File: config.mk
export PLATFORM = sky130hd
export DESIGN_NAME = mips_regfile_decode_flat
export DESIGN_NICKNAME = d
export VERILOG_FILES = /design/src/rtl/mips_pkg.sv /design/src/rtl/mips_regfile_decode_if.sv /design/src/rtl/mips_regfile_core.sv /design/src/rtl/mips_regfile_decode.sv /design/src/flat_wrapper.sv
export SDC_FILE = /design/constraint.sdc
export NUM_CORES = 2
export LEC_CHECK = 0
export CORE_ASPECT_RATIO = 1.25
export CORE_MARGIN = 2
export CORE_UTILIZATION = 35
export CTS_CLUSTER_DIAMETER = 50
export CTS_CLUSTER_SIZE = 20
export DETAILED_ROUTE_END_ITERATION = 8
export HOLD_SLACK_MARGIN = 0.02
export PLACE_DENSITY = 0.48
export SLEW_MARGIN = 25
export SYNTH_ARGS = -nofsm -noshare
export SYNTH_HDL_FRONTEND = slang
export SYNTH_SLANG_ARGS = --single-unit
File: constraint.sdc
create_clock -name clk -period 2.02 [get_ports clk]
set_clock_uncertainty 0.05 [all_clocks]
set_input_delay 0.404 -clock clk [delete_from_list [all_inputs] [get_ports clk]]
set_output_delay 0.404 -clock clk [all_outputs]
set_load 0.1 [all_outputs]
File: src/rtl/mips_pkg.sv
// mips_pkg: opcodes, instruction field positions and register names for the MIPS decode stage.
package mips_pkg;
  localparam logic [5:0] OP_RTYPE = 6'h00;
  localparam logic [5:0] OP_ADDI  = 6'h08;
  localparam logic [5:0] OP_ANDI  = 6'h0C;
  localparam logic [5:0] OP_ORI   = 6'h0D;
  localparam logic [5:0] OP_LW    = 6'h23;
  localparam logic [5:0] OP_SW    = 6'h2B;
  localparam logic [5:0] OP_BEQ   = 6'h04;
  localparam logic [5:0] OP_BNE   = 6'h05;
  localparam int OPC_LSB = 26;
  localparam int OPC_W   = 6;
  localparam int RS_LSB  = 21;
  localparam int RT_LSB  = 16;
  localparam int RD_LSB  = 11;
  localparam int IMM_W   = 16;
  localparam int FUNCT_W = 6;
  localparam int REG_ZERO = 0;
  localparam int REG_T0 = 8,  REG_T1 = 9,  REG_T2 = 10, REG_T3 = 11;
  localparam int REG_T4 = 12, REG_T5 = 13, REG_T6 = 14, REG_T7 = 15;
  localparam int REG_S0 = 16, REG_S1 = 17, REG_S2 = 18, REG_S3 = 19;
  localparam int REG_S4 = 20, REG_S5 = 21, REG_S6 = 22, REG_S7 = 23;
endpackage

File: src/rtl/mips_regfile_decode_if.sv
// mips_regfile_decode_if: issue, write-back and operand bus of the decode/register-read stage.
interface mips_regfile_decode_if #(parameter int DATA_W = 32, parameter int AW = 5);
  logic              in_valid;
  logic [31:0]       instruction;
  logic              stall;
  logic              wr_en;
  logic [AW-1:0]     wr_addr;
  logic [DATA_W-1:0] wr_data;
  logic              out_valid;
  logic [DATA_W-1:0] operand1;
  logic [DATA_W-1:0] operand2;
  logic [DATA_W-1:0] store_data;
  logic [AW-1:0]     dest_reg;
  logic [5:0]        funct;
  logic [5:0]        opcode_q;
  modport master (output in_valid, instruction, stall, wr_en, wr_addr, wr_data,
                  input out_valid, operand1, operand2, store_data, dest_reg, funct, opcode_q);
  modport slave (input in_valid, instruction, stall, wr_en, wr_addr, wr_data,
                 output out_valid, operand1, operand2, store_data, dest_reg, funct, opcode_q);
endinterface

File: src/rtl/mips_regfile_core.sv
// mips_regfile_core: register array with one write port, two combinational reads, reg 0 hardwired zero.
// REGFILE_BYPASS_EN forwards a same-edge write to matching nonzero read ports.
module mips_regfile_core import mips_pkg::*; #(
  parameter int DATA_W = 32,
  parameter int NUM_REGS = 32,
  localparam int AW = $clog2(NUM_REGS)
) (
  input  logic              clk,
  input  logic              rst_n,
  input  logic              wr_en,
  input  logic [AW-1:0]     wr_addr,
  input  logic [DATA_W-1:0] wr_data,
  input  logic [AW-1:0]     ra_addr,
  output logic [DATA_W-1:0] ra_data,
  input  logic [AW-1:0]     rb_addr,
  output logic [DATA_W-1:0] rb_data
);
`ifdef REGFILE_BYPASS_EN
  localparam bit BYPASS = 1'b1;
`else
  localparam bit BYPASS = 1'b0;
`endif
  logic [DATA_W-1:0] regs_q [NUM_REGS];
  logic [DATA_W-1:0] regs_d [NUM_REGS];
  logic wr_ok;
  assign wr_ok = wr_en && wr_addr != AW'(REG_ZERO);
  always_comb begin
    regs_d = regs_q;
    if (wr_ok) regs_d[wr_addr] = wr_data;
  end
  always_ff @(posedge clk or negedge rst_n)
    if (!rst_n) regs_q <= '{default: '0};
    else regs_q <= regs_d;
  always_comb begin
    ra_data = ra_addr == AW'(REG_ZERO) ? '0 : (BYPASS && wr_ok && wr_addr == ra_addr) ? wr_data : regs_q[ra_addr];
    rb_data = rb_addr == AW'(REG_ZERO) ? '0 : (BYPASS && wr_ok && wr_addr == rb_addr) ? wr_data : regs_q[rb_addr];
  end
endmodule

File: src/rtl/mips_regfile_decode.sv
// mips_regfile_decode: instruction slicing, register read, immediate extension and stallable output register.
// Optional REGFILE_BYPASS_EN enables write-through forwarding in the register file.
module mips_regfile_decode import mips_pkg::*; #(
  parameter int DATA_W = 32,
  parameter int NUM_REGS = 32
) (
  input logic clk,
  input logic rst_n,
  mips_regfile_decode_if.slave bus
);
  localparam int AW = $clog2(NUM_REGS);
  logic [OPC_W-1:0] opc;
  logic [AW-1:0] rs, rt, rd;
  logic [IMM_W-1:0] imm;
  logic [DATA_W-1:0] rs_data, rt_data, imm_ext;
  logic valid_q, valid_d;
  logic [DATA_W-1:0] op1_q, op1_d, op2_q, op2_d, sdata_q, sdata_d;
  logic [AW-1:0] dest_q, dest_d;
  logic [FUNCT_W-1:0] funct_q, funct_d;
  logic [OPC_W-1:0] opc_q, opc_d;
  assign opc = bus.instruction[OPC_LSB +: OPC_W];
  assign rs  = bus.instruction[RS_LSB +: AW];
  assign rt  = bus.instruction[RT_LSB +: AW];
  assign rd  = bus.instruction[RD_LSB +: AW];
  assign imm = bus.instruction[IMM_W-1:0];
  mips_regfile_core #(.DATA_W(DATA_W), .NUM_REGS(NUM_REGS)) u_core (
    .clk(clk), .rst_n(rst_n),
    .wr_en(bus.wr_en), .wr_addr(bus.wr_addr), .wr_data(bus.wr_data),
    .ra_addr(rs), .ra_data(rs_data),
    .rb_addr(rt), .rb_data(rt_data)
  );
  always_comb begin
    imm_ext = (opc == OP_ANDI || opc == OP_ORI) ? DATA_W'(imm) : DATA_W'(signed'(imm));
    valid_d = bus.stall ? valid_q : bus.in_valid;
    op1_d   = bus.stall ? op1_q : rs_data;
    op2_d   = bus.stall ? op2_q : opc == OP_RTYPE ? rt_data : imm_ext;
    sdata_d = bus.stall ? sdata_q : rt_data;
    dest_d  = bus.stall ? dest_q : opc == OP_RTYPE ? rd : (opc == OP_SW || opc == OP_BEQ || opc == OP_BNE) ? '0 : rt;
    funct_d = bus.stall ? funct_q : bus.instruction[FUNCT_W-1:0];
    opc_d   = bus.stall ? opc_q : opc;
  end
  always_ff @(posedge clk or negedge rst_n)
    if (!rst_n) begin
      valid_q <= 1'b0;
      op1_q   <= '0;
      op2_q   <= '0;
      sdata_q <= '0;
      dest_q  <= '0;
      funct_q <= '0;
      opc_q   <= '0;
    end else begin
      valid_q <= valid_d;
      op1_q   <= op1_d;
      op2_q   <= op2_d;
      sdata_q <= sdata_d;
      dest_q  <= dest_d;
      funct_q <= funct_d;
      opc_q   <= opc_d;
    end
  assign bus.out_valid  = valid_q;
  assign bus.operand1   = op1_q;
  assign bus.operand2   = op2_q;
  assign bus.store_data = sdata_q;
  assign bus.dest_reg   = dest_q;
  assign bus.funct      = funct_q;
  assign bus.opcode_q   = opc_q;
endmodule

File: src/flat_wrapper.sv
// flat-port wrapper written by rule: the top's interface ports become plain ports
module mips_regfile_decode_flat import mips_pkg::*;
#(
  parameter int DATA_W = 32,
  parameter int NUM_REGS = 32
)
  (clk, rst_n, bus_in_valid, bus_instruction, bus_stall, bus_wr_en, bus_wr_addr, bus_wr_data, bus_out_valid, bus_operand1, bus_operand2, bus_store_data, bus_dest_reg, bus_funct, bus_opcode_q);
  mips_regfile_decode_if #(.DATA_W(DATA_W), .AW(5)) bus_i ();
  input logic clk;
  input logic rst_n;
  input wire logic [$bits(bus_i.in_valid)-1:0] bus_in_valid;
  input wire logic [$bits(bus_i.instruction)-1:0] bus_instruction;
  input wire logic [$bits(bus_i.stall)-1:0] bus_stall;
  input wire logic [$bits(bus_i.wr_en)-1:0] bus_wr_en;
  input wire logic [$bits(bus_i.wr_addr)-1:0] bus_wr_addr;
  input wire logic [$bits(bus_i.wr_data)-1:0] bus_wr_data;
  output wire logic [$bits(bus_i.out_valid)-1:0] bus_out_valid;
  output wire logic [$bits(bus_i.operand1)-1:0] bus_operand1;
  output wire logic [$bits(bus_i.operand2)-1:0] bus_operand2;
  output wire logic [$bits(bus_i.store_data)-1:0] bus_store_data;
  output wire logic [$bits(bus_i.dest_reg)-1:0] bus_dest_reg;
  output wire logic [$bits(bus_i.funct)-1:0] bus_funct;
  output wire logic [$bits(bus_i.opcode_q)-1:0] bus_opcode_q;
  assign bus_i.in_valid = bus_in_valid;
  assign bus_i.instruction = bus_instruction;
  assign bus_i.stall = bus_stall;
  assign bus_i.wr_en = bus_wr_en;
  assign bus_i.wr_addr = bus_wr_addr;
  assign bus_i.wr_data = bus_wr_data;
  assign bus_out_valid = bus_i.out_valid;
  assign bus_operand1 = bus_i.operand1;
  assign bus_operand2 = bus_i.operand2;
  assign bus_store_data = bus_i.store_data;
  assign bus_dest_reg = bus_i.dest_reg;
  assign bus_funct = bus_i.funct;
  assign bus_opcode_q = bus_i.opcode_q;
  mips_regfile_decode #(.DATA_W(DATA_W), .NUM_REGS(NUM_REGS)) u_core (.clk(clk), .rst_n(rst_n), .bus(bus_i));
endmodule
-- Yosys cells after proc, flatten, opt, wreduce, memory -nomap -nowiden
Cells that the tools add are included.
- register bits after elaboration: 1138
- latch bits: 0
- memory bits (writable): 0
- bits in read-only memories: 0
- bits of input ports: 74
- output and inout port bits: 114
- word-level logic and storage cells: 75
- memories kept: 0
- add/subtract/negate cells: 0
- multiply operators: 0
- divide/modulo/power cells: 0
- magnitude comparators: 4
- equality and inequality tests: 5
- shift-type cells: 0
- multiplexer cells: 15
- bitwise operators: 3
- reductions and logical operators: 9
- operator list (operator ; number):
    $bwmux W1024 ; 1
    $bmux W32 S5 ; 2
    $mux W32 ; 9
    $demux W32 S5 ; 1
    $ge A6 B6 Y1 const B ; 3
    $not A5 Y6 ; 3
    $eq A6 B3 Y1 const B ; 2
    $eq A6 B4 Y1 const B ; 2
    $logic_not A5 Y1 ; 2
    $mux W5 ; 2
    $eq A6 B6 Y1 const B ; 1
    $logic_not A6 Y1 ; 1
    $lt A6 B1 Y1 const B ; 1
    $reduce_bool A5 Y1 ; 1
    $logic_or A1 B1 Y1 ; 3
    $logic_and A1 B1 Y1 ; 2

-- Longest topological paths before layout
- word-level depth: 6
- gate-level depth with buffers: 10

-- Cells and area by module
From an unflattened synthesis, not the netlist that was laid out.
- cells, all modules: 4156
- area, all modules: 59346.9 µm²
- modules (own cells, without submodules) (module ; instances ; cells each ; area an instance (µm²)):
    mips_regfile_core ; 1 ; 3788 ; 54507.3
    mips_regfile_decode ; 1 ; 368 ; 4839.6

-- Least setup slack after synthesis
No wires, ideal clock.
- path kind: input -> register
- from: input port bus_instruction[21]
- to: register u_core.op1_q[31] (netlist: u_core.bus.operand1[31])
- arrival time: 2.336 ns
- required time: 1.832 ns
- setup slack: -0.504 ns
- stages: 6
- cells stage by stage: buf_2 -> buf_1 -> mux4_2 -> mux2_2 -> a2111oi_0 -> a21oi_1
- longest elaborated chain between the ends: 5
- elaborated cells on any way between the ends: 6
- those cells by class: mux (4); bitwise (1); reduce/logical (1)
- RTL lines (element ; line ; RTL):
    start: declaration ; flat_wrapper.sv:12 ; input wire logic [$bits(bus_i.instruction)-1:0] bus_instruction;
    $not A5 Y6 (not written as such) ; mips_regfile_core.sv:35 ; ra_data = ra_addr == AW'(REG_ZERO) ? '0 : (BYPASS && wr_ok && wr_addr == ra_addr) ? wr_data : regs_q[ra_addr];
    $bmux W32 S5 ; mips_regfile_core.sv:35 ;
    $mux W32 (not written as such) (2 in series) ; mips_regfile_core.sv:35 ;
    $mux W32 * ; mips_regfile_core.sv:35 ;
    end signal: assignment ; mips_regfile_decode.sv:53 ; op1_q <= op1_d;
    end: declaration ; mips_regfile_decode.sv:17 ; logic [DATA_W-1:0] op1_q, op1_d, op2_q, op2_d, sdata_q, sdata_d;
Every way passes the cells marked *; elsewhere a longest branch is shown, timed or not. The select of a mux whose other input is x is not followed.
A chain may end at the register's enable or synchronous reset.

-- Final worst setup path
- from: register u_core.op1_q[16] (netlist: u_core.bus.operand1[16])
- to: output port bus_operand1[16]
- RTL lines (element ; line ; RTL):
    end: declaration ; flat_wrapper.sv:18 ; output wire logic [$bits(bus_i.operand1)-1:0] bus_operand1;
No word-level cell between the ends.

==> summary by stage <==
Run status
The flow ran to the end, and the final reports show no timing, DRC or antenna violations.

Layout
The net count of the finished layout is 4,885. Of the cells placed in the final design, the portion with a size suffix greater than 1 is 0.507. The register ranked first by flip-flop count is u_core.u_core.regs_q. The register with the most flip-flops in the layout has a little over 1,000 of them. The layout-stage area growth over the synthesis result is 26.3%. Leaving out filler cells and counting taps, the final layout contains 7,141.

Detailed routing
The routed length on met1 is 97,000 um. After detailed routing, the number of vias per cell comes to 5.83. The final wirelength is 239,000 um. Wire segments on met2 add up to between 100,000 and 150,000 um in the final route.

The first detailed-routing pass took 9 iterations. In the routed design, unresolved DRC markers number 0. The detail route stage leaves a number of antenna-violating nets equal to 0. For this block, the via count after detailed routing is ~42,000. The number of DRC violations after detailed-routing iteration 0 is between 3,000 and 4,000. The met3 wirelength from detailed routing is 10,700 um. Dividing the detail-routed wire length by the instance count gives 33.5 um. The topmost layer with routed signal wires is met5.

Floorplanning
The initial core utilization is 0.353. The die covers about 0.17 mm^2. The horizontal die dimension is between 300 and 400 um. After floorplanning, the core was divided into around 170 placement rows.

The floorplan step set the die height to 464 um. The total core area is 0.168 mm^2. The number of placed I/O pins is approximately 190.

Yosys
The netlist uses 50 different library cells. The number of synthesized flops with an enable pin is 0. The largest family of logic cells by synthesized area is multiplexers. The proportion of synthesized chip area in sequential cells is 0.480. The multiplexer share of the synthesized area is 0.382. The total of flip-flops plus latches after synthesis is 1,138. When the netlist entered floorplanning its net count stood at 4,442. The number of warnings reported in the yosys synthesis log is 0.

The compound-gate portion of the synthesized area is 0.0711. Counting every instance in the synthesized netlist gives approximately 4,400. Of the total synthesized cell area, the portion taken by AND, OR, NAND and NOR gates is 0.0285.

In this run the cell area of the synthesized design comes to 0.0593 mm^2. The adder-cell share of the synthesized area is 0. Of the total synthesized cell area, the portion taken by XOR and XNOR cells is 0. The most used flip-flop cell after synthesis is dfrtp_1. In this run the mean area of a mapped cell was 13.6 um^2. The share of synthesized registers carrying an async set or reset is 1.00.

CTS
The tree is rooted in a clkbuf_16. The later pin in the worst-skew pair is clocked with a latency of 0.81 ns. The TritonCTS clock tree is built.

The H-tree was split into 4 levels. The clock drives 1,138 sinks. Clock-pin slew was measured on the worst setup and hold paths at 0.06 ns. Counting the buffers created by CTS gives 141. No sink is reached through more buffers than the 3 on the longest clock path.

Global routing
The global-route wire length before repair is approximately 340,000 um. Summed over all layers, the global routing overflow is 0. Entering global routing, the biggest net connects around 120 pins. The number of global-route vias before repair is 43,600. The initial antenna violation count is 7. For this run, the total global-route usage over all layers was measured as 0.278.

Placed design
The final RePlAce weighted congestion is 0.837. The quantity of I/O buffers inserted on ports is 187. The worst setup slack after placement is -1.16 ns. The placed cell count is 6,864.

Summed over all nets, the half-perimeter wirelength after detailed placement is 163,000 um.

STA
The shortest period the worst path allows is between 2 and 2.5 ns. The maximum clock frequency is 0.496 GHz. The final number of hold-violating endpoints is 0. The relative slew slack is 0.490. Of the available clock period, the critical path in the final layout requires 0.999.

Setup violations remaining at the end of the flow were counted as 0. The number of pins exceeding their max-slew limit in the final report is 0. The transition time at the pin with the least slew margin is ~0.77 ns. The post-route worst setup slack is 0.00227 ns. Setup repair after global routing could not meet its margin everywhere. Hold timing on the final database bottoms out at a slack of 0.172 ns.

Worst setup path
The startpoint of the most critical register-to-register path is u_core.u_core.regs_q[7]$_DFFE_PN0P_. The combined buffer and inverter count along the critical path is 2. The required time of the critical path is 1.57 ns. The capture instance of the worst register-to-register path is u_core.bus.store_data[7]$_DFFE_PN0N_.

The critical path start-end classification is reg -> out. The maximum fanout encountered on the critical timing path is 2. The critical path startpoint category is a register. For flop-to-flop paths, the worst setup slack is roughly 0.020 ns.

STA classifies the critical path endpoint as an output pin. The endpoint arrival time on the critical path is 1.56 ns. The largest single stage delay on the critical path is 0.37 ns. The signal on the critical path passes through buf_8 -> buf_12. The family of cells with the greatest summed delay on the critical path is flip-flops. The number of cells traversed by the worst register-to-register path is 5.

The slowest stage of the critical path is the dfrtp_1 cell.

Power and ir drop
The internal power component is about 51,000 uW. The analysis attributes to cell leakage a power of 0.0333 uW. The share of total power dissipated in combinational logic is 0.226. Across the VDD grid, the largest voltage drop is 904 uV. The switching power of the nets is 22,800 uW.

Power spread over the standard cell area amounts to 990 mW/mm^2. The sequential fraction of design power is 0.412. The net switching share of the total power is 0.307. The sum of internal, switching and leakage power is 74,200 uW.

The portion of total power attributed to the clock network is 0.362.

Min path
The cell depth of the worst min-delay path is 2. The origin of the worst min-delay path is bus_in_valid. The worst hold path belongs to the class in -> reg. The path with the worst hold slack has its endpoint at u_core.bus.out_valid$_DFFE_PN0N_.

Run
The total of max-cap violations is 0.
worst max-delay path by stage:
stage | start | end | slack (ns) | cells past startpoint
global route | u_core.bus.operand1[16]$_DFFE_PN0N_ | bus_operand1[16] | -0.04 | 2
detailed placement | bus_instruction[20] | u_core.bus.operand2[5]$_DFFE_PN0N_ | -1.16 | 9
global placement | bus_instruction[20] | u_core.bus.operand2[5]$_DFFE_PN0N_ | -1.18 | 9
finish | u_core.bus.operand1[16]$_DFFE_PN0N_ | bus_operand1[16] | 0.002 | 2
CTS | u_core.bus.operand1[16]$_DFFE_PN0N_ | bus_operand1[16] | -0.05 | 2
floorplan | bus_instruction[16] | u_core.bus.operand2[30]$_DFFE_PN0N_ | -0.27 | 10
layout by cell type (no fill, tap or decap), types with 37 or more instances in the layout:
cell / Yosys / routed
nor2_1: 57 / 44
clkdlybuf4s50_1: 0 / 61
dfrtp_2: 0 / 49
a211oi_1: 49 / 43
buf_4: 30 / 414
o21ai_0: 37 / 37
a21oi_1: 143 / 142
nand2_1: 91 / 74
dfrtp_1: 1138 / 1089
nor2b_1: 62 / 57
clkbuf_16: 0 / 149
mux2_2: 1101 / 1101
a22oi_1: 129 / 129
mux2i_1: 444 / 444
buf_12: 9 / 258
mux4_2: 257 / 257
o22ai_1: 106 / 106
cells by family after synthesis:
logic type,Yosys count
and+or+nand+nor,316
DFF,1138
AOI/OAI and AO/OA,620
muxes,1802
buffers and inverters,492
per-layer routing:
metal | vias up | track usage
met3 | 416 | 0.0392
met5 | - | 0
li1 | 17500 | -
met2 | 1188 | 0.472
met4 | 2 | 0.127
met1 | 22500 | 0.349
power groups by stage:
stage	Sequential (uW)	Combinational, uW	Clock, uW
floorplan	31400	9440	0
global placement	30700	16300	0
detailed placement	30800	16500	0
CTS	30500	16800	27400
global route	31000	17800	28300
finish	30600	16700	26800
timing repair:
item | CTS | global route
buffers inserted | 5 | 8
pin swaps | 2 | 2
hold endpoints to repair | 1107 | 0
hold buffers | 2 | 0
cloned | 0 | 0
endpoints found under the setup margin | 99 | 23
resized for setup | 152 | 12
area by class of cell:
| cell class | instances | area [um^2] |
|---|---|---|
| timing repair buffer | 775 | 9390 |
| clock buffer | 180 | 4030 |
| inverter | 17 | 63.8 |
| clock inverter | 81 | 885 |
| fill | 15200 | 93000 |
| sequential | 1138 | 28500 |
| multi-input combinational | 2738 | 29200 |
| antenna | 2 | 5.00 |
| tap | 2210 | 2770 |
cell usage after synthesis, drive strengths merged (19+ instances only):
master | count | area [um^2]
a2111oi | 31 | 272
a211o | 31 | 272
a211oi | 49 | 368
a21oi | 143 | 716
a22oi | 134 | 1030
and3 | 19 | 119
buf | 186 | 1150
clkbuf | 289 | 1080
dfrtp | 1138 | 28500
mux2 | 1101 | 12400
mux2i | 444 | 4440
mux4 | 257 | 5790
nand2 | 91 | 342
nor2 | 57 | 214
nor2b | 62 | 388
o21ai | 69 | 345
o22ai | 106 | 663
or4 | 45 | 338
per-stage QoR:
| step | instance area, um^2 | TNS [ns] | util |
|---|---|---|---|
| 4_1_cts | 74800 | -0.424 | 0.445 |
| 5_1_grt | 74900 | -0.0684 | 0.446 |
| 3_3_place_gp | 69300 | -606.44 | 0.413 |
| 2_1_floorplan | 59800 | -13.59 | - |
| 6_report | 74900 | 0 | 0.446 |
| 3_5_place_dp | 69300 | -600.77 | 0.413 |
(Power assumes the default switching activity.)
